--- src/rtl/muldiv_unit.sv ---
// muldiv_unit: iterative RV32M multiply/divide unit for the execute stage.
// Shift-add multiply and restoring divide, one bit per cycle, on operand
// magnitudes; the sign of the result is applied on the transition into DONE.
// Optional build macro MULDIV_FAST_MUL_EN: the four multiply ops use a
// single-cycle product and go straight from IDLE to DONE.
module muldiv_unit #(
  parameter int WIDTH = 32
) (
  input  logic             clk,
  input  logic             reset,
  input  logic             start,
  input  logic [2:0]       funct3,
  input  logic [WIDTH-1:0] A,
  input  logic [WIDTH-1:0] B,
  output logic             busy,
  output logic             done,
  output logic [WIDTH-1:0] result,
  output logic             zero
);

  localparam int CW = $clog2(WIDTH);
  localparam logic [CW-1:0] CNT_LAST = CW'(WIDTH - 1);

  localparam logic [1:0] S_IDLE = 2'd0;
  localparam logic [1:0] S_CALC = 2'd1;
  localparam logic [1:0] S_DONE = 2'd2;

  logic [1:0]         state_q, state_d;
  logic [CW-1:0]      cnt_q, cnt_d;
  logic [2:0]         op_q, op_d;
  logic               neg_q, neg_d;
  logic [WIDTH-1:0]   b_q, b_d;
  logic [2*WIDTH-1:0] acc_q, acc_d;
  logic               busy_q, busy_d;
  logic               done_q, done_d;
  logic [WIDTH-1:0]   result_q, result_d;
  logic               zero_q, zero_d;

  logic               a_sgn, b_sgn, neg_in;
  logic [WIDTH-1:0]   a_mag, b_mag;
  logic [WIDTH:0]     msum;
  logic [WIDTH:0]     rem_sh, trial;
  logic [2*WIDTH-1:0] mul_step, div_step;
`ifdef MULDIV_FAST_MUL_EN
  logic [2*WIDTH-1:0] fast_prod;
`endif

  // Turns the magnitude accumulator into the architectural result.
  // Multiply: acc holds the full product. Divide: acc = {remainder, quotient}.
  function automatic logic [WIDTH-1:0] fixup(input logic [2:0] op, input logic neg,
                                              input logic [2*WIDTH-1:0] acc);
    logic [2*WIDTH-1:0] p;
    logic [WIDTH-1:0]   lo, hi;
    p  = neg ? -acc : acc;
    lo = acc[WIDTH-1:0];
    hi = acc[2*WIDTH-1:WIDTH];
    case (op)
      3'd0:             fixup = lo;
      3'd1, 3'd2, 3'd3: fixup = p[2*WIDTH-1:WIDTH];
      3'd4, 3'd5:       fixup = neg ? -lo : lo;
      default:          fixup = neg ? -hi : hi;
    endcase
  endfunction

  // Operand signedness, magnitudes, and one iteration of each datapath.
  always_comb begin
    a_sgn  = ((funct3 == 3'd1) || (funct3 == 3'd2) || (funct3 == 3'd4) || (funct3 == 3'd6))
             && A[WIDTH-1];
    b_sgn  = ((funct3 == 3'd1) || (funct3 == 3'd4) || (funct3 == 3'd6)) && B[WIDTH-1];
    a_mag  = a_sgn ? -A : A;
    b_mag  = b_sgn ? -B : B;
    // Quotient/product sign is the XOR of operand signs; remainder follows the dividend.
    if ((funct3 == 3'd1) || (funct3 == 3'd4)) neg_in = a_sgn ^ b_sgn;
    else if ((funct3 == 3'd2) || (funct3 == 3'd6)) neg_in = a_sgn;
    else neg_in = 1'b0;

    msum     = {1'b0, acc_q[2*WIDTH-1:WIDTH]} + (acc_q[0] ? {1'b0, b_q} : '0);
    mul_step = {msum, acc_q[WIDTH-1:1]};

    rem_sh   = {acc_q[2*WIDTH-1:WIDTH], acc_q[WIDTH-1]};
    trial    = rem_sh - {1'b0, b_q};
    if (!trial[WIDTH]) div_step = {trial[WIDTH-1:0], acc_q[WIDTH-2:0], 1'b1};
    else               div_step = {rem_sh[WIDTH-1:0], acc_q[WIDTH-2:0], 1'b0};
`ifdef MULDIV_FAST_MUL_EN
    fast_prod = {{WIDTH{1'b0}}, a_mag} * {{WIDTH{1'b0}}, b_mag};
`endif
  end

  // Next-state, capture and result logic.
  always_comb begin
    state_d  = state_q;
    cnt_d    = cnt_q;
    op_d     = op_q;
    neg_d    = neg_q;
    b_d      = b_q;
    acc_d    = acc_q;
    result_d = result_q;
    case (state_q)
      S_IDLE: begin
        if (start) begin
          op_d  = funct3;
          neg_d = neg_in;
          b_d   = b_mag;
          cnt_d = '0;
          if (funct3[2] && (B == '0)) begin
            state_d  = S_DONE;
            result_d = funct3[1] ? A : '1;
          end else if (((funct3 == 3'd4) || (funct3 == 3'd6)) &&
                       (A == {1'b1, {(WIDTH-1){1'b0}}}) && (B == '1)) begin
            state_d  = S_DONE;
            result_d = funct3[1] ? '0 : A;
`ifdef MULDIV_FAST_MUL_EN
          end else if (!funct3[2]) begin
            state_d  = S_DONE;
            result_d = fixup(funct3, neg_in, fast_prod);
`endif
          end else begin
            state_d = S_CALC;
            acc_d   = {{WIDTH{1'b0}}, a_mag};
          end
        end
      end
      S_CALC: begin
        acc_d = op_q[2] ? div_step : mul_step;
        cnt_d = cnt_q + 1'b1;
        if (cnt_q == CNT_LAST) begin
          state_d  = S_DONE;
          cnt_d    = '0;
          result_d = fixup(op_q, neg_q, acc_d);
        end
      end
      default: state_d = S_IDLE;
    endcase
    busy_d = (state_d != S_IDLE);
    done_d = (state_d == S_DONE);
    zero_d = (result_d == '0);
  end

  // State registers with synchronous reset; reset discards any operation in flight.
  always_ff @(posedge clk) begin
    if (reset) begin
      state_q  <= S_IDLE;
      cnt_q    <= '0;
      op_q     <= '0;
      neg_q    <= 1'b0;
      b_q      <= '0;
      acc_q    <= '0;
      busy_q   <= 1'b0;
      done_q   <= 1'b0;
      result_q <= '0;
      zero_q   <= 1'b1;
    end else begin
      state_q  <= state_d;
      cnt_q    <= cnt_d;
      op_q     <= op_d;
      neg_q    <= neg_d;
      b_q      <= b_d;
      acc_q    <= acc_d;
      busy_q   <= busy_d;
      done_q   <= done_d;
      result_q <= result_d;
      zero_q   <= zero_d;
    end
  end

  assign busy   = busy_q;
  assign done   = done_q;
  assign result = result_q;
  assign zero   = zero_q;

endmodule

--- config.mk ---
export PLATFORM = sky130hd
export DESIGN_NAME = muldiv_unit
export DESIGN_NICKNAME = d
export VERILOG_FILES = /design/src/rtl/muldiv_unit.sv
export SDC_FILE = /design/constraint.sdc
export NUM_CORES = 1
export LEC_CHECK = 0
export BUFFER_PORTS_ARGS = -buffer_cell sky130_fd_sc_hd__buf_4
export CELL_PAD_IN_SITES_DETAIL_PLACEMENT = 0
export CELL_PAD_IN_SITES_GLOBAL_PLACEMENT = 2
export CORE_MARGIN = 2
export CORE_UTILIZATION = 37
export DETAILED_ROUTE_END_ITERATION = 8
export PLACE_DENSITY_LB_ADDON = 0.25
export SYNTH_ARGS = -nofsm -noshare
export SYNTH_HDL_FRONTEND = slang
export SYNTH_SLANG_ARGS = --single-unit
--- constraint.sdc ---
create_clock -name clk -period 16.8 [get_ports clk]
set_input_delay 0 -clock clk [delete_from_list [all_inputs] [get_ports clk]]
set_output_delay 0 -clock clk [all_outputs]
set_load 0.02 [all_outputs]
**Yosys cells after proc, flatten, opt, wreduce, memory -nomap -nowiden**

Index checks and enable logic that the tools add are counted.

- Bits of input ports: 70
- Output and inout port bits: 35
- Bits in registers: 142

- Add/subtract/negate cells: 8
- Eq/ne operators: 17
- Bitwise gates (word level): 1
- Reduce and logical (&&, ||, !) cells: 23
- Mux-type cells: 30

Operators by type and width:

| kind | count |
|---|---|
| 2-to-1 mux 64 bit | 6 |
| 2-to-1 mux 32 bit | 11 |
| negator 32 bit | 4 |
| case mux 64 bit (2 select lines) | 1 |
| case mux 32 bit (3 select lines) | 1 |
| == test 32 bit, second input constant | 2 |
| logical NOT 32 bit | 2 |
| negator 64 bit | 1 |
| case mux 32 bit (2 select lines) | 1 |
| adder 32 x 32 -> 33 bit | 1 |
| subtractor 33 x 32 -> 33 bit | 1 |
| == test 3 bit, second input constant | 4 |
| 2-to-1 mux 5 bit | 2 |
| case mux 5 bit (2 select lines) | 1 |
| == test 3 x 2 -> 1 bit, second input constant | 3 |
| 2-to-1 mux 2 bit | 4 |
| logical OR 1 bit | 7 |
| == test 3 x 1 -> 1 bit, second input constant | 2 |
| != test 2 bit, second input constant | 3 |
| adder 5 x 1 -> 5 bit, second input constant | 1 |
| == test 5 bit, second input constant | 1 |
| logical AND 1 bit | 5 |
| case mux 2 bit (2 select lines) | 1 |
| AND reduction 2 bit | 2 |
| 10 further kinds | 12 |

**Longest topological paths before layout**

Gate-level depths: netlist (run 1).

- Depth after elaboration: 10
- Depth in mapped cells: 29
- Depth with buffers taken out: 25

**Worst setup path before layout (run 1)**

OpenSTA, ideal clock, no wires.

- Kind: flip-flop to flip-flop
- Start point: register op_q[2]
- End point: register zero_q, in the netlist zero
- Data arrival time: 7.219 ns
- Setup slack: 9.486 ns
- Required time: 16.704 ns
- Stages on the path, launching flop included: 30
- Buffers on the path: 13
- Cell sequence: dfxtp_1 -> buf_2 -> buf_2 -> clkbuf_1 -> clkbuf_1 -> buf_1 -> clkbuf_1 -> buf_2 -> buf_2 -> clkbuf_1 -> buf_2 -> clkbuf_1 -> clkbuf_1 -> buf_1 -> mux2i_1 -> ha_1 -> o211ai_1 -> nor4_1 -> and3_1 -> nor2_1 -> xnor2_1 -> a221oi_1 -> a221o_1 -> o211ai_1 -> nor4b_1 -> nand4_1 -> and4b_1 -> nand4_1 -> or4_1 -> o41ai_2

- Cells in the longest elaborated chain, start to end: 7

Ends and longest elaborated chain:

| element | line | RTL |
|---|---|---|
| from (decl) | 30 | `logic [2:0] op_q, op_d;` |
| from (signal assigned) | 155 | `op_q <= op_d;` |
| 2-to-1 mux 64 bit | 124 | `acc_d = op_q[2] ? div_step : mul_step;` |
| negator 64 bit, or another cell as far along | 54 | `p = neg ? -acc : acc;` |
| 2-to-1 mux 64 bit, or another cell as far along | 54 |  |
| case mux 32 bit (3 select lines) (*) | 57 | `case (op)` |
| 2-to-1 mux 32 bit (*) | 126 | `if (cnt_q == CNT_LAST) begin` |
| case mux 32 bit (2 select lines) (*) | 98 | `case (state_q)` |
| logical NOT 32 bit (*) | 136 | `zero_d = (result_d == '0);` |
| to (signal assigned) | 162 | `zero_q <= zero_d;` |
| to (decl) | 37 | `logic zero_q, zero_d;` |

Mark *: on every way between the ends. The rest lies on a longest branch, timed or not.
A chain may end at the register's enable or synchronous reset.

**Worst setup path after layout (run 1)**

- Start point: register b_q[23]
- End point: register zero_q, in the netlist zero

- Cells in the longest elaborated chain, start to end: 9

Ends and longest elaborated chain:

| element | line | RTL |
|---|---|---|
| from (decl) | 32 | `logic [WIDTH-1:0] b_q, b_d;` |
| from (signal assigned) | 146 | `b_q <= '0;` |
| from (signal assigned) | 157 | `b_q <= b_d;` |
| subtractor 33 x 32 -> 33 bit / 2-to-1 mux 32 bit (equally long branches) | 81, 77 |  |
| 2-to-1 mux 64 bit / adder 32 x 32 -> 33 bit (equally long branches) | 82, 77 |  |
| 2-to-1 mux 64 bit (*) | 124 |  |
| negator 64 bit, or another cell as far along | 54 |  |
| 2-to-1 mux 64 bit, or another cell as far along | 54 |  |
| case mux 32 bit (3 select lines) (*) | 57 |  |
| 2-to-1 mux 32 bit (*) | 126 |  |
| case mux 32 bit (2 select lines) (*) | 98 |  |
| logical NOT 32 bit (*) | 136 |  |

Marked as above.

==> results of run 1 <==
state kept, by name, indices dropped and copies added (netlist names):
register / flops
b_q: 32
neg_q: 1
result: 32
op_q: 3
zero: 1
done: 1
busy: 1
state_q: 2
cnt_q: 5
acc_q: 64
path summary, 6_finish.rpt:
| check | startpoint | slack, ns | cells past startpoint | endpoint |
|---|---|---|---|---|
| hold / removal | A[7] | 0.02 | 5 | acc_q[7]$_SDFFE_PP0P_ |
| hold reg to reg | b_q[26]$_SDFFE_PP0P_ | 0.47 | 2 | b_q[26]$_SDFFE_PP0P_ |
| setup / recovery | b_q[23]$_SDFFE_PP0P_ | 9.45 | 25 | zero$_SDFF_PP1_ |
| setup reg to reg | b_q[23]$_SDFFE_PP0P_ | 9.45 | 25 | zero$_SDFF_PP1_ |
final cells by class:
cell class,count,share of cell area
multi-input cells,1969,0.6721
clock inverters,14,0.009514
diodes,1,0.0001331
well taps,592,0.03939
inverters,80,0.01597
flip-flops and latches,142,0.1514
clock buffers,18,0.02282
repair buffers,201,0.08862
metrics by stage:
stage                     instance area [µm²]  total power [W]  instances
after detailed placement                17610        0.0009426       2926
after global routing                    18800         0.001448       3016
after floorplan                         16410        0.0007512       2353
after CTS                               18800         0.001375       3016
after global placement                  17610        0.0009449       2926
final                                   18810         0.001386       3017
synthesized netlist by cell type, types with 9 or more instances:
master / n
nor2_1: 274
a21oi_1: 215
nand2_1: 189
dfxtp_1: 142
o21ai_0: 139
clkbuf_1: 129
inv_1: 80
xnor2_1: 79
ha_1: 71
xor2_1: 69
nor3_1: 65
and2_1: 60
nand3_1: 47
a211oi_1: 45
mux2i_1: 45
nand2b_1: 42
a22oi_1: 41
nand4_1: 41
o22ai_1: 36
o31ai_1: 36
a21o_1: 32
nor4_1: 29
a31oi_1: 28
o211ai_1: 28
or3_1: 26
mux2_2: 23
a221oi_1: 19
and3_1: 19
buf_2: 17
nor2b_1: 16
a222oi_1: 13
buf_1: 13
or2_2: 13
or4_1: 13
a21boi_0: 12
a311oi_1: 12
o21a_1: 12
o41ai_1: 11
nand3b_1: 9
nor3b_1: 9
o221ai_1: 9
placed cells by master, fill, tap and decap left out, types with 60 or more instances in the layout:
| master | synthesis | routed |
|---|---|---|
| ha_1 | 71 | 71 |
| o21ai_0 | 139 | 139 |
| xnor2_1 | 79 | 79 |
| a21oi_1 | 215 | 215 |
| xor2_1 | 69 | 69 |
| and2_1 | 60 | 60 |
| nor2_1 | 274 | 271 |
| nand2_1 | 189 | 189 |
| inv_1 | 80 | 80 |
| nor3_1 | 65 | 65 |
| dfxtp_1 | 142 | 140 |
| buf_4 | 0 | 142 |
cells by family (layout without fill, tap and decap cells):
kind of cell	Yosys count	in the layout	synth area share
buffers and inverters	242	313	0.05802
other	0	1	0
adders and majority gates	73	73	0.05658
and+or+nand+nor	889	889	0.2704
DFF	142	142	0.1732
xor gates and xnor gates	148	148	0.07899
AOI/OAI and AO/OA	790	790	0.3186
muxes	69	69	0.04415
power breakdown:
group	switching [W]	internal, W	leakage (nW)	total, W
Clock	0.000184	0.000236	0.290	0.000420
Combinational	0.000378	0.000200	5.99	0.000577
Sequential	0.0000345	0.000354	1.16	0.000388
worst register-to-register path: stages (launching register included):
cell and delay [ns]:
dfxtp_1 0.35, inv_1 0.05, ha_1 0.41, a21o_1 0.25
o21bai_1 0.17, a221oi_2 0.65, a21boi_1 0.31, a211o_1 0.35
nor2_1 0.61, a21oi_1 0.16, ha_1 0.28, o211ai_1 0.23
nor4_1 0.12, buf_4 0.19, and3_1 0.19, nor2_1 0.35
xnor2_1 0.17, a221oi_1 0.12, a221o_1 0.37, o211ai_1 0.12
nor4b_1 0.30, nand4_1 0.13, and4b_1 0.31, nand4_1 0.20
or4_1 0.60, o41ai_2 0.31
routing by layer:
layer / track usage / part of all wire / vias to the layer above
met5: 0 / 0 / -
met4: 0.1104 / 0.033 / 0
met3: 0.06454 / 0.081 / 116
met2: 0.5074 / 0.44 / 868
met1: 0.4562 / 0.45 / 9167
li1: - / - / 8883
what timing repair did:
item                       CTS  global route
setup endpoints to repair    0             0
hold buffers                58             0
hold endpoints to repair    62             0
==> impl_metrics.toml, run 1 <==
[drt]
post_drt_wl_per_cell_um = 25.64
drtPass1Iterations = 9
wl_um = 77350
via_per_inst = 6.309
drc_errors = 0
vias = 19030
postRouteAntennaNets = 0
drt-initial-drc-count = 2282

[grt]
overflow = 0
grt_first_pass_wirelength_um = 115700
antenna_found_initial = 0
track_usage = 0.3287
grt_max_degree = 123
grt_pass1_vias = 18000

[sta]
slew_headroom = 0.1790
fin_skew_ns = 0.01705
slew_viol_final = 0
tns_ns = 0
rsz0062_at_grt = "false"
setup_viol_count_final = 0
period_share = 0.4377
worst_slack_ns = 9.447
hold_ws_ns = 0.02227
worstMarginPinSlew_ns = 1.227
fmax_mhz = 136.0
finalCriticalPeriod_ns = 7.353
hold_viol = 0

[finish]
final-seq-area_um2 = 2848
final_core_util = 0.4271
fillCellCount = 4734
multiInputGateArea_um2 = 12640
syn_to_final_growth_pct = 14.60
drive_gt1_frac = 0.1011
final_nets = 2554

[critical_path]
cpLargestDelayFamily = "compound AO/OA/AOI/OAI gates"
path_max_fanout = 8
critical-path-slowest-cell = "a221oi_2"
slowest_delay_ns = 0.65
start_kind = "flip-flop"
crit_arrival_ns = 7.74
crit_type = "reg2reg"
path_buf_inv = 2
worstPathRequired_ns = 17.19
end_kind = "flip-flop"

[floorplan]
core-area_um2 = 44030
fp.dieW_um = 214.6
ioPinCount = 105
rows = 77
die_y_um = 214.6
dieArea_um2 = 46050
start_util = 0.3727

[clock_tree]
clkTransAtPathRegs_ns = 0.07
cts_max_level = 4
clockBufferDepth = 2
cts_tree = "built"
cts.sinks = 142
clock_latency_ns = 0.48
post_cts_resized = 0
cts_root_buffer = "clkbuf_16"
cts_made_buffers = 17
post_cts_buffers = 0

[yosys]
ys_warn_count = 0
synthArstFlopShare = 0
avgSynthCellArea_um2 = 6.974
synth_top_area_cell = "dfxtp_1"
synth_edf_count = 0
synthFlopType = "dfxtp_1"
ys_types = 92
syn-instance-count = 2353
synth_top_area_frac = 0.1732
synth_nets = 2496
synth-seq-area-share = 0.1732
synthTopCellsByArea = "dfxtp_1, a21oi_1, nor2_1"
syn_area_um2 = 16410
yosys_register_bits = 142

[flow_run]
cap_violations = 0

[outcome]
status = "finished clean"

[placement]
io_buffer_count = 104
dp_slack_ns = 9.688
gp_congestion = 0.9973
dp_hpwl_um = 58440

[min_path]
hp-class = "in2reg"

[power]
vdd_drop_max_v = 0.00007025
power_density_nw_per_um2 = 73.70
p_leak_nw = 7.444
(Power assumes the default switching activity.)
==> run 2: changes to the inputs <==
- ABC_AREA: default -> 1
- CORE_UTILIZATION: 37 -> 32
- clock period: 16.8 -> 7.5 ns (I/O delays scaled with it)
==> run 2 against run 1 <==
Net effect: routed wire length rose by 22%; highest routed layer is now met5; cell area increased by 11%; sequential share of layout area decreased by 1.5 points; critical path depth increased by 16; worst setup slack worse by 7.8 ns; worst hold slack improved by 0.028 ns; largest power group unchanged; cell count increased by 45%.
==> impl_metrics.toml, run 2 <==
[outcome]
status = "finished clean"

[yosys]
syn-instance-count = 3533
ys_warn_count = 0
synth-seq-area-share = 0.1527
synth_top_area_frac = 0.2235
synthFlopType = "dfxtp_1"
ys_types = 59
synthArstFlopShare = 0
avgSynthCellArea_um2 = 5.268
synth_top_area_cell = "nand2_1"
synth_edf_count = 0
yosys_register_bits = 142
synth.most_common_cell = "nand2_1"
syn_area_um2 = 18610
yosys-top-cells-count = "nand2_1, inv_1, nor2_1, nand3_1, a21oi_1"
synthTopCellsByArea = "nand2_1, dfxtp_1, inv_1"
synth_nets = 3676

[floorplan]
ioPinCount = 105
rows = 88
die_y_um = 245.2
dieArea_um2 = 60100
fp.dieW_um = 245.2
start_util = 0.3232
core-area_um2 = 57590

[drt]
drt-initial-drc-count = 2223
drc_errors = 0
vias = 23230
via_per_inst = 5.325
drtPass1Iterations = 5
post_drt_wl_per_cell_um = 21.72
wl_um = 94750
postRouteAntennaNets = 0

[grt]
gr-usage-met2 = 0.4939
grt_use_met3 = 0.03707
grt_first_pass_wirelength_um = 140100
antenna_found_initial = 3
grt_pass1_vias = 21580
track_usage = 0.3121
met1_usage = 0.4356
grt-busiest-layer = "met2"
grt_max_degree = 72
overflow = 0

[clock_tree]
clockBufferDepth = 2
post_cts_buffers = 0
cts_root_buffer = "clkbuf_16"
cts_made_buffers = 17
post_cts_resized = 0
cts_tree = "built"
cts_max_level = 4
hold_buffers = 35
clkTransAtPathRegs_ns = 0.07
cts.sinks = 142
clock_latency_ns = 0.50

[finish]
drive_gt1_frac = 0.07312
layout_commonest_cell = "nand2_1"
final_core_util = 0.3628
largest_register = "acc_q"
largest_reg_flops = 64
final_cell_mix = "nand2_1, inv_1, nor2_1, nand3_1, a21oi_1"
syn_to_final_growth_pct = 12.26
final_nets = 3729

[placement]
gp_congestion = 0.9538
dp_slack_ns = 1.770
dp_hpwl_um = 77130
io_buffer_count = 104

[min_path]
hp-class = "in2reg"
hold_depth = 3

[critical_path]
worstPathRequired_ns = 7.91
start_kind = "flip-flop"
critical-path-slowest-cell = "fa_1"
critPathMostFrequentCell = "nand2_1"
crit_type = "reg2reg"
path_buf_inv = 6
cpLargestDelayFamily = "simple AND/OR/NAND/NOR gates"
crit_arrival_ns = 6.27
crit_cells = 41
end_kind = "flip-flop"
slowest_delay_ns = 0.41
path_max_fanout = 18
r2r_cells = 41

[sta]
worst_slack_ns = 1.646
fin_skew_ns = 0.02104
finalCriticalPeriod_ns = 5.854
setup_viol_count_final = 0
slew_headroom = 0.2173
worstMarginPinSlew_ns = 1.171
hold_viol = 0
slew_viol_final = 0
rsz0062_at_grt = "false"
tns_ns = 0
period_share = 0.7805
fmax_mhz = 170.8

[power]
p_clk_frac = 0.276
p_int_w = 0.001676
p_total_w = 0.003155
vdd_drop_max_v = 0.0001041
power_frac_seq = 0.276
p_leak_nw = 10.52
p_sw_w = 0.001479
swShare = 0.4688
combPwrFrac = 0.449
power_density_nw_per_um2 = 151.0

[flow_run]
cap_violations = 0
-- run 2: logic make-up after synthesis --
family | share of synthesized area
AOI/OAI and AO/OA | 0.1668
xor gates and xnor gates | 0.03341
adders and majority gates | 0.04989
buffers and inverters | 0.1310
DFF | 0.1527
and+or+nand+nor | 0.4662
-- run 2: area by class of cell --
type	count	area [µm²]
Tap cell	765	957.2
Sequential cell	142	2849
Fill cell	6595	36690
Clock buffer	20	446.7
Timing Repair Buffer	157	1266
Inverter	509	1911
Clock inverter	10	93.84
Multi-Input combinational cell	2759	13370
Antenna cell	1	2.502
-- run 2: power by group through the flow --
| stage | Sequential, W | Combinational (W) | Clock (W) |
|---|---|---|---|
| 2_1_floorplan | 0.000865 | 0.000911 | 0 |
| 6_report | 0.000870 | 0.00142 | 0.000869 |
| 4_1_cts | 0.000870 | 0.00139 | 0.000886 |
| 3_3_place_gp | 0.000886 | 0.00138 | 0 |
| 5_1_grt | 0.000876 | 0.00156 | 0.000904 |
| 3_5_place_dp | 0.000886 | 0.00137 | 0 |
-- run 2: through the flow --
step | hold slack, ns | cells | instance area, µm²
global placement | 0.3110 | 4297 | 20000
CTS | 0.004182 | 4362 | 20890
floorplan | 0.1538 | 3533 | 18610
detailed placement | 0.3148 | 4297 | 20000
global route | 0.06268 | 4362 | 20890
finish | 0.05055 | 4363 | 20890
-- run 2: final timing paths --
path                            slack (ns)                     to              startpoint
worst min-delay path                  0.05   b_q[21]$_SDFFE_PP0P_                   B[21]
worst min register to register        0.47  cnt_q[4]$_SDFFE_PP0P_   cnt_q[4]$_SDFFE_PP0P_
worst max-delay path                  1.65        zero$_SDFF_PP1_  acc_q[31]$_SDFFE_PP0P_
worst max register to register        1.65        zero$_SDFF_PP1_  acc_q[31]$_SDFFE_PP0P_
-- run 2: worst register-to-register path, delay by kind of cell (launching register included) --
kind / cells / cell delay (ns)
buf+inv: 6 / 0.59
flops: 1 / 0.35
fa+ha+maj: 3 / 0.77
simple gates: 32 / 4.04
-- run 2: metal layers --
layer  wire (µm)  part of all wire  vias up
met5          13           0.00014        -
met4        3098             0.033        2
met3        5235             0.055      130
met2       41900              0.44      782
met1       44500              0.47    10900
li1            -                 -    11420
